## src/rtl/uart_pkg.sv

```systemverilog
// Shared UART definitions: FSM state encoding and parity mode constants, used by the RX and TX
// engines.
package uart_pkg;

   typedef enum logic [2:0] {
      StIdle,
      StStart,
      StData,
      StParity,
      StStop
   } uart_state_e;

   localparam logic [1:0] PARITY_NONE = 2'd0;
   localparam logic [1:0] PARITY_ODD  = 2'd1;
   localparam logic [1:0] PARITY_EVEN = 2'd2;

   // Mode 3 is reserved and behaves as no parity.
   function automatic logic parity_enabled(input logic [1:0] mode);
      return (mode == PARITY_ODD) || (mode == PARITY_EVEN);
   endfunction

   // acc is the XOR of the data bits and the received parity bit.
   function automatic logic parity_error(input logic [1:0] mode, input logic acc);
      return (mode == PARITY_ODD) ? ~acc : acc;
   endfunction

endpackage

```

## src/rtl/uart_sync.sv

```systemverilog
// Two-flop synchroniser for asynchronous inputs whose idle level is high; both flops reset to 1.
module uart_sync (
   input  logic clk_i,
   input  logic rst_ni,
   input  logic d_i,
   output logic q_o
);

   logic meta_q;
   logic sync_q;

   always_ff @(posedge clk_i or negedge rst_ni) begin
      if (!rst_ni) begin
         meta_q <= 1'b1;
         sync_q <= 1'b1;
      end else begin
         meta_q <= d_i;
         sync_q <= meta_q;
      end
   end

   assign q_o = sync_q;

endmodule

```

## src/rtl/uart_rx.sv

```systemverilog
// UART receive engine: oversampled 8-bit frames with optional odd/even parity and one stop bit.
// Define UART_RX_MAJORITY_EN for 2-of-3 majority voting around each sample point.
module uart_rx
   import uart_pkg::*;
#(
   parameter int unsigned CLK_DIV_WIDTH = 16
) (
   input  logic                     clk,
   input  logic                     resetb,
   input  logic [CLK_DIV_WIDTH-1:0] clk_div,
   input  logic [1:0]               parity_mode,
   input  logic                     rx,
   output logic                     re,
   output logic [7:0]               rx_data,
   output logic                     rx_error,
   output logic                     rx_busy
);

   localparam logic [CLK_DIV_WIDTH-1:0] One = CLK_DIV_WIDTH'(1);

   logic                     rx_s;
   logic                     rx_prev_q;
   uart_state_e              state_q;
   logic [CLK_DIV_WIDTH-1:0] div_q;
   logic [CLK_DIV_WIDTH-1:0] cnt_q;
   logic [CLK_DIV_WIDTH-1:0] mid_cnt;
   logic [CLK_DIV_WIDTH-1:0] tick_cnt;
   logic [1:0]               mode_q;
   logic [2:0]               bit_idx_q;
   logic [7:0]               shift_q;
   logic                     par_q;
   logic                     par_err_q;
   logic                     re_q;
   logic                     err_q;
   logic                     busy_q;
   logic [7:0]               data_q;
   logic                     tick;
   logic                     samp;

   uart_sync u_sync (
      .clk_i  (clk),
      .rst_ni (resetb),
      .d_i    (rx),
      .q_o    (rx_s)
   );

   // Counter value reached once div>>1 cycles of the current bit period have elapsed.
   assign mid_cnt = div_q - One - (div_q >> 1);

`ifdef UART_RX_MAJORITY_EN
   logic [1:0] hist_q;

   always_ff @(posedge clk or negedge resetb) begin
      if (!resetb) begin
         hist_q <= 2'b11;
      end else begin
         hist_q <= {hist_q[0], rx_s};
      end
   end

   // Decide one cycle after mid, once the mid+1 sample is available.
   always_comb begin
      tick_cnt = mid_cnt - One;
      samp     = (hist_q[1] & hist_q[0]) | (hist_q[1] & rx_s) | (hist_q[0] & rx_s);
   end
`else
   always_comb begin
      tick_cnt = mid_cnt;
      samp     = rx_s;
   end
`endif

   assign tick = (cnt_q == tick_cnt);

   always_ff @(posedge clk or negedge resetb) begin
      if (!resetb) begin
         rx_prev_q <= 1'b1;
         state_q   <= StIdle;
         div_q     <= '0;
         cnt_q     <= '0;
         mode_q    <= PARITY_NONE;
         bit_idx_q <= '0;
         shift_q   <= '0;
         par_q     <= 1'b0;
         par_err_q <= 1'b0;
         re_q      <= 1'b0;
         err_q     <= 1'b0;
         busy_q    <= 1'b0;
         data_q    <= '0;
      end else begin
         rx_prev_q <= rx_s;
         re_q      <= 1'b0;
         err_q     <= 1'b0;
         if (state_q != StIdle) begin
            cnt_q <= (cnt_q == '0) ? div_q - One : cnt_q - One;
         end
         unique case (state_q)
            StIdle: begin
               // Only a high-to-low transition starts a frame, so a held break never retriggers.
               if (rx_prev_q && !rx_s) begin
                  state_q <= StStart;
                  busy_q  <= 1'b1;
                  div_q   <= clk_div;
                  mode_q  <= parity_mode;
                  cnt_q   <= clk_div - One;
               end
            end
            StStart: begin
               if (tick) begin
                  if (samp) begin
                     state_q <= StIdle;
                     busy_q  <= 1'b0;
                  end else begin
                     state_q   <= StData;
                     bit_idx_q <= '0;
                     par_q     <= 1'b0;
                     par_err_q <= 1'b0;
                  end
               end
            end
            StData: begin
               if (tick) begin
                  shift_q   <= {samp, shift_q[7:1]};
                  par_q     <= par_q ^ samp;
                  bit_idx_q <= bit_idx_q + 3'd1;
                  if (bit_idx_q == 3'd7) begin
                     state_q <= parity_enabled(mode_q) ? StParity : StStop;
                  end
               end
            end
            StParity: begin
               if (tick) begin
                  par_err_q <= parity_error(mode_q, par_q ^ samp);
                  state_q   <= StStop;
               end
            end
            StStop: begin
               // Leave at mid stop bit so an immediately following start edge is not missed.
               if (tick) begin
                  state_q <= StIdle;
                  busy_q  <= 1'b0;
                  if (samp && !par_err_q) begin
                     re_q   <= 1'b1;
                     data_q <= shift_q;
                  end else begin
                     err_q <= 1'b1;
                  end
               end
            end
            default: begin
               state_q <= StIdle;
               busy_q  <= 1'b0;
            end
         endcase
      end
   end

   assign re       = re_q;
   assign rx_error = err_q;
   assign rx_busy  = busy_q;
   assign rx_data  = data_q;

endmodule

```

## config.mk

```make
export PLATFORM = sky130hd
export DESIGN_NAME = uart_rx
export DESIGN_NICKNAME = d
export VERILOG_FILES = /design/src/rtl/uart_pkg.sv /design/src/rtl/uart_sync.sv /design/src/rtl/uart_rx.sv
export SDC_FILE = /design/constraint.sdc
export NUM_CORES = 1
export LEC_CHECK = 0
export BUFFER_PORTS_ARGS = -buffer_cell sky130_fd_sc_hd__buf_2
export CORE_MARGIN = 1.5
export CORE_UTILIZATION = 48
export CTS_CLUSTER_SIZE = 14
export DETAILED_ROUTE_END_ITERATION = 12
export PLACE_DENSITY = 0.75
export SYNTH_ARGS = -nofsm -noshare
export SYNTH_HDL_FRONTEND = slang
export SYNTH_HIERARCHICAL = 1
export SYNTH_SLANG_ARGS = --single-unit
```

## constraint.sdc

```tcl
create_clock -name clk -period 5.5 [get_ports clk]
set_input_delay 0.55 -clock clk [delete_from_list [all_inputs] [get_ports clk]]
set_output_delay 0.55 -clock clk [all_outputs]
set_load 0.005 [all_outputs]
```

# Word level (Yosys, flattened, before mapping)
# Cells that the tools add are included.
# totals
in_bits,21
output_inout_bits,11
reg_bits,64
# classes
n_bitwise,3
muxes,35
reduce_logical,18
eq_ne,16
addsub,5
# ops
cell,n
16-bit two-way mux,4
16-bit by 1-bit subtractor with 16-bit output (second input constant),3
3-bit two-way mux,10
16-bit equality test,1
16-bit zero test,1
16-bit by 15-bit subtractor with 16-bit output,1
1-bit two-way mux,15
3-bit one-hot mux with 5 select lines,1
2-bit inequality test (second input constant),7
4-bit AND reduction,2
3-bit by 2-bit equality test with 1-bit output (second input constant),2
3-bit equality test (second input constant),2
3-bit one-hot mux with 2 select lines,1
6-bit AND reduction,1
5-bit AND reduction,1
1-bit one-hot mux with 2 select lines,2
1-bit one-hot mux with 4 select lines,1
2-bit AND reduction,2
2-bit nonzero test,2
3-bit by 1-bit adder with 3-bit output (second input constant),1
3-bit by 1-bit equality test with 1-bit output (second input constant),1
3-bit zero test,1
3-bit AND reduction,1
3-bit nonzero test,1
10 further kinds,13

# Longest topological paths before layout
# depth
ltp_word,6
depth_mapped,16

# Modules after synthesis
# Netlist, hierarchy kept.
# modules_own_cells
module,n_inst,cells_per_inst,area_each_um2
uart_rx,1,568,5113.7
uart_sync,1,2,52.6

# Worst setup path after synthesis
# Ideal clock, no wire load.
# synth_path
kind,register -> register
from,register div_q[4]
to,register data_q[0] (netlist: rx_data[0])
path_buffers,1
stages_incl_launch_ff,15
arrival_time_ns,3.888
slack_ns,1.487
synth_period_minus_slack_ns,4.013
required_time_ns,5.375
path_cell_list,dfrtp_1 nor4_4 nand3_1 nor4_1 xnor2_1 ha_1 buf_2 a21oi_4 o21ai_0 a221oi_1 nand4_1 nor4b_4 nand4_4 nor4b_4 mux2_4
# synth_via
elab_chain_cells,4
# synth_rtl
item,line,source
"start, declared",uart_rx.sv:24,logic [CLK_DIV_WIDTH-1:0] div_q;
"start signal, assigned",uart_rx.sv:103,div_q <= clk_div;
16-bit by 1-bit subtractor with 16-bit output,uart_rx.sv:48,assign mid_cnt = div_q - One - (div_q >> 1);
16-bit by 15-bit subtractor with 16-bit output (*),uart_rx.sv:48,
16-bit equality test (*),uart_rx.sv:73,assign tick = (cnt_q == tick_cnt);
3-bit AND reduction (no source line) (*),-,
"end signal, assigned",uart_rx.sv:144,data_q <= shift_q;
"end, declared",uart_rx.sv:36,logic [7:0] data_q;
# Every way passes the cells marked *; elsewhere a longest branch is shown, timed or not.
# A chain may end at the register's enable or synchronous reset.

# Worst setup path in the final report
# layout_path
from,register div_q[4]
to,register data_q[3] (netlist: rx_data[3])
# Same word-level chain as after synthesis.

==> metrics <==
Final period util=83.44%; CP Max Fanout=9; overflow left after global routing=0; Root Buffer=clkbuf_8; met3 WL=585 um; final-stage net count=625; Slew @ Worst Pin=1.178 ns; Setup Viol. Count Final=0; Rel. slew slack=21.22%; cts-stage hold buffer count=0; Critical Path AT=4.84 ns; dpl hpwl=9101 um; status=complete, no violations; maxcap violations=0; Core Area=10370 um^2; WL per Instance=16.69 um; number of fill cells=951; met2 WL=5413 um; DRC violation count after routing=0; CTS Buf Count=9; gr usage total=22.11%; CP endpoint kind=flip-flop; TritonRoute pass-1 iters=5; IO buf count=31; post-route setup TNS=0 ns; minimum clock period=4.589 ns; most common flop cell mapped by yosys=dfrtp_1; Power Dens Cells=467.8 nW/um^2; Synth Net Count=614; GPL Wtd Cong=0.9567; Critical Path RT=5.75 ns; Setup Fix Bufs, Post-CTS=0; Clock Sinks=64; Post-synth EDFFs=0; largest net degree at the start of global routing=65; synthesized flop and latch total=64; ANT nets after route=0; number of global-route vias before repair=4092; ant diodes=0; Vias=4342; post-synthesis cell area=5166 um^2; final hold violation count=0; uppermost routed layer=met4; Final WS setup=0.9108 ns; vias per inst=6.014; Die X=106.7 um; post-layout util=53.91%; met1 WL=5642 um; type of origin of the critical path=flip-flop; Die ar.=11390 um^2; area grow syn2layout=8.210%; Synth Instances=570; share of cells above drive strength 1=19.80%; Fin Hold WS=0.2878 ns; I/O pins=32; RSZ-0062 raised after global routing=false; Longest Clk Path Bufs=2; Initial Util=49.82%; Power, Total=2615 uW; Resized cells post-CTS=0; H-Tree Level Count=3; initial antenna violation count=0; sequential share of the synthesized area=31.07%; Reg clk slew, reported paths=0.08 ns; clock latency on the worst-skew pair=0.36 ns; Pins Over Slew Limit=0; Async S/R FF share, synth=100.0%; crit path kind=reg -> reg; DP Worst Slack=0.9228 ns; Setup Skew=0.01213 ns; DRT iter0 DRCs=394; final wirelength=12050 um; maximum clock rate=217.9 MHz; syn avg cell area=9.064 um^2; first-pass GRT wire length=19930 um; Ys Warns=6; Die Ht=106.7 um; CTS tree=built; Leak Pwr=0.002328 uW; Rows=37; peak supply drop=0.3313 mV; Hold WC Path Type=in -> reg; Yosys cell types=76; worst reg2reg setup slack=0.91 ns
## stage by stage
stage / area (um^2) / std cells
final: 5590 / 722
after global placement: 5341 / 706
after floorplan: 5166 / 570
after CTS: 5590 / 722
after global routing: 5590 / 722
after detailed placement: 5341 / 706
## layout make-up
cell class                      count  area, um^2  area share (%)
Clock inverter                      7       125.1           2.238
Multi-Input combinational cell    446        3294           58.93
Timing Repair Buffer               33       170.2           3.044
Tap cell                          136       170.2           3.044
Clock buffer                        9       123.9           2.216
Inverter                           27       101.3           1.813
Sequential cell                    64        1605           28.72
## registers in the layout, summed over array words and instances (netlist names)
signal         cells
bit_idx_q          3
cnt_q             16
div_q             16
mode_q             2
par_err_q          1
par_q              1
re                 1
rx_busy            1
rx_data            8
rx_error           1
rx_prev_q          1
shift_q            8
state_q            3
u_sync/meta_q      1
u_sync/q_o         1
## worst paths after layout
path                            cells past startpoint                      end                    start
worst max-delay path                               13   rx_data[3]$_DFFE_PN0P_     div_q[4]$_DFFE_PN0P_
worst min-delay path                                1  u_sync/meta_q$_DFF_PN1_                       rx
worst max register to register                     13   rx_data[3]$_DFFE_PN0P_     div_q[4]$_DFFE_PN0P_
worst min register to register                      0     u_sync/q_o$_DFF_PN1_  u_sync/meta_q$_DFF_PN1_
max in group asynchronous                           2   state_q[1]$_DFFE_PN0P_                   resetb
min in group asynchronous                           2       cnt_q[4]$_DFF_PN0_                   resetb
## cells in the mapped netlist (3+ instances only)
| library cell | instances | area, um^2 |
|---|---|---|
| a211oi_1 | 5 | 37.54 |
| a21oi_1 | 32 | 160.2 |
| a21oi_4 | 3 | 48.80 |
| buf_2 | 6 | 30.03 |
| clkbuf_1 | 20 | 75.07 |
| dfrtp_1 | 61 | 1526 |
| dfstp_2 | 3 | 78.83 |
| ha_1 | 22 | 275.3 |
| inv_1 | 27 | 101.4 |
| mux2_2 | 25 | 281.5 |
| mux2_4 | 8 | 120.1 |
| nand2_1 | 51 | 191.4 |
| nand2b_1 | 3 | 18.77 |
| nand3_1 | 18 | 90.09 |
| nand3b_1 | 4 | 30.03 |
| nand4_1 | 7 | 43.79 |
| nor2_1 | 40 | 150.1 |
| nor2b_1 | 6 | 37.54 |
| nor3_1 | 15 | 75.07 |
| nor3b_1 | 4 | 30.03 |
| nor4_1 | 13 | 81.33 |
| nor4_2 | 3 | 37.54 |
| o2111ai_1 | 3 | 26.28 |
| o211ai_1 | 15 | 112.6 |
| o21a_1 | 6 | 45.04 |
| o21ai_0 | 34 | 170.2 |
| o21bai_1 | 3 | 22.52 |
| o2bb2ai_1 | 3 | 26.28 |
| o31ai_1 | 4 | 30.03 |
| or3_1 | 5 | 31.28 |
| or4_1 | 5 | 37.54 |
| xnor2_1 | 46 | 402.9 |
| xor2_1 | 16 | 140.1 |
## layout by cell type (no fill, tap or decap), types with 4 or more instances in the layout
cell,n
a211oi_1,5
a21oi_1,32
buf_2,31
clkbuf_8,9
dfrtp_1,61
ha_1,22
inv_1,27
mux2_2,25
mux2_4,8
nand2_1,51
nand3_1,18
nand3b_1,4
nand4_1,7
nor2_1,40
nor2b_1,6
nor3_1,15
nor3b_1,4
nor4_1,13
o211ai_1,15
o21a_1,6
o21ai_0,34
o31ai_1,4
or3_1,5
or4_1,5
xnor2_1,46
xor2_1,16
## cell families after synthesis
kind of cell / count (synthesis) / share of synthesized area [%]
AOI/OAI and AO/OA: 127 / 16.71
and+or+nand+nor: 198 / 22.06
adders and majority gates: 23 / 5.716
xor gates and xnor gates: 63 / 11.04
DFF: 64 / 31.07
muxes: 35 / 8.234
buffers and inverters: 60 / 5.159
## routing by layer
metal | vias to the layer above | global-route usage (%)
met5 | - | 0
li1 | 2068 | -
met2 | 136 | 33.97
met3 | 32 | 3.161
met1 | 2106 | 30.59
met4 | 0 | 10.57
## worst max-delay path, stage by stage, from the launching register on
cell and delay (ns):
dfrtp_1 0.45, nor4_4 0.35, nand3_1 0.22, nor4_1 0.28
xnor2_1 0.19, ha_1 0.40, a21oi_4 0.24, nor2b_4 0.07
nor4_2 0.44, nand4_1 0.25, nor4b_4 0.33, nand4_4 0.20
nor4b_4 0.70, mux2_4 0.36
## where the power goes
part / switching [uW] / internal [uW] / leakage (uW) / total (uW)
sequential: 161 / 557 / 0.000803 / 718
clock: 206 / 306 / 0.000125 / 512
combinational: 784 / 601 / 0.00140 / 1390
total: 1150 / 1460 / 0.00233 / 2620
(Power assumes the default switching activity.)
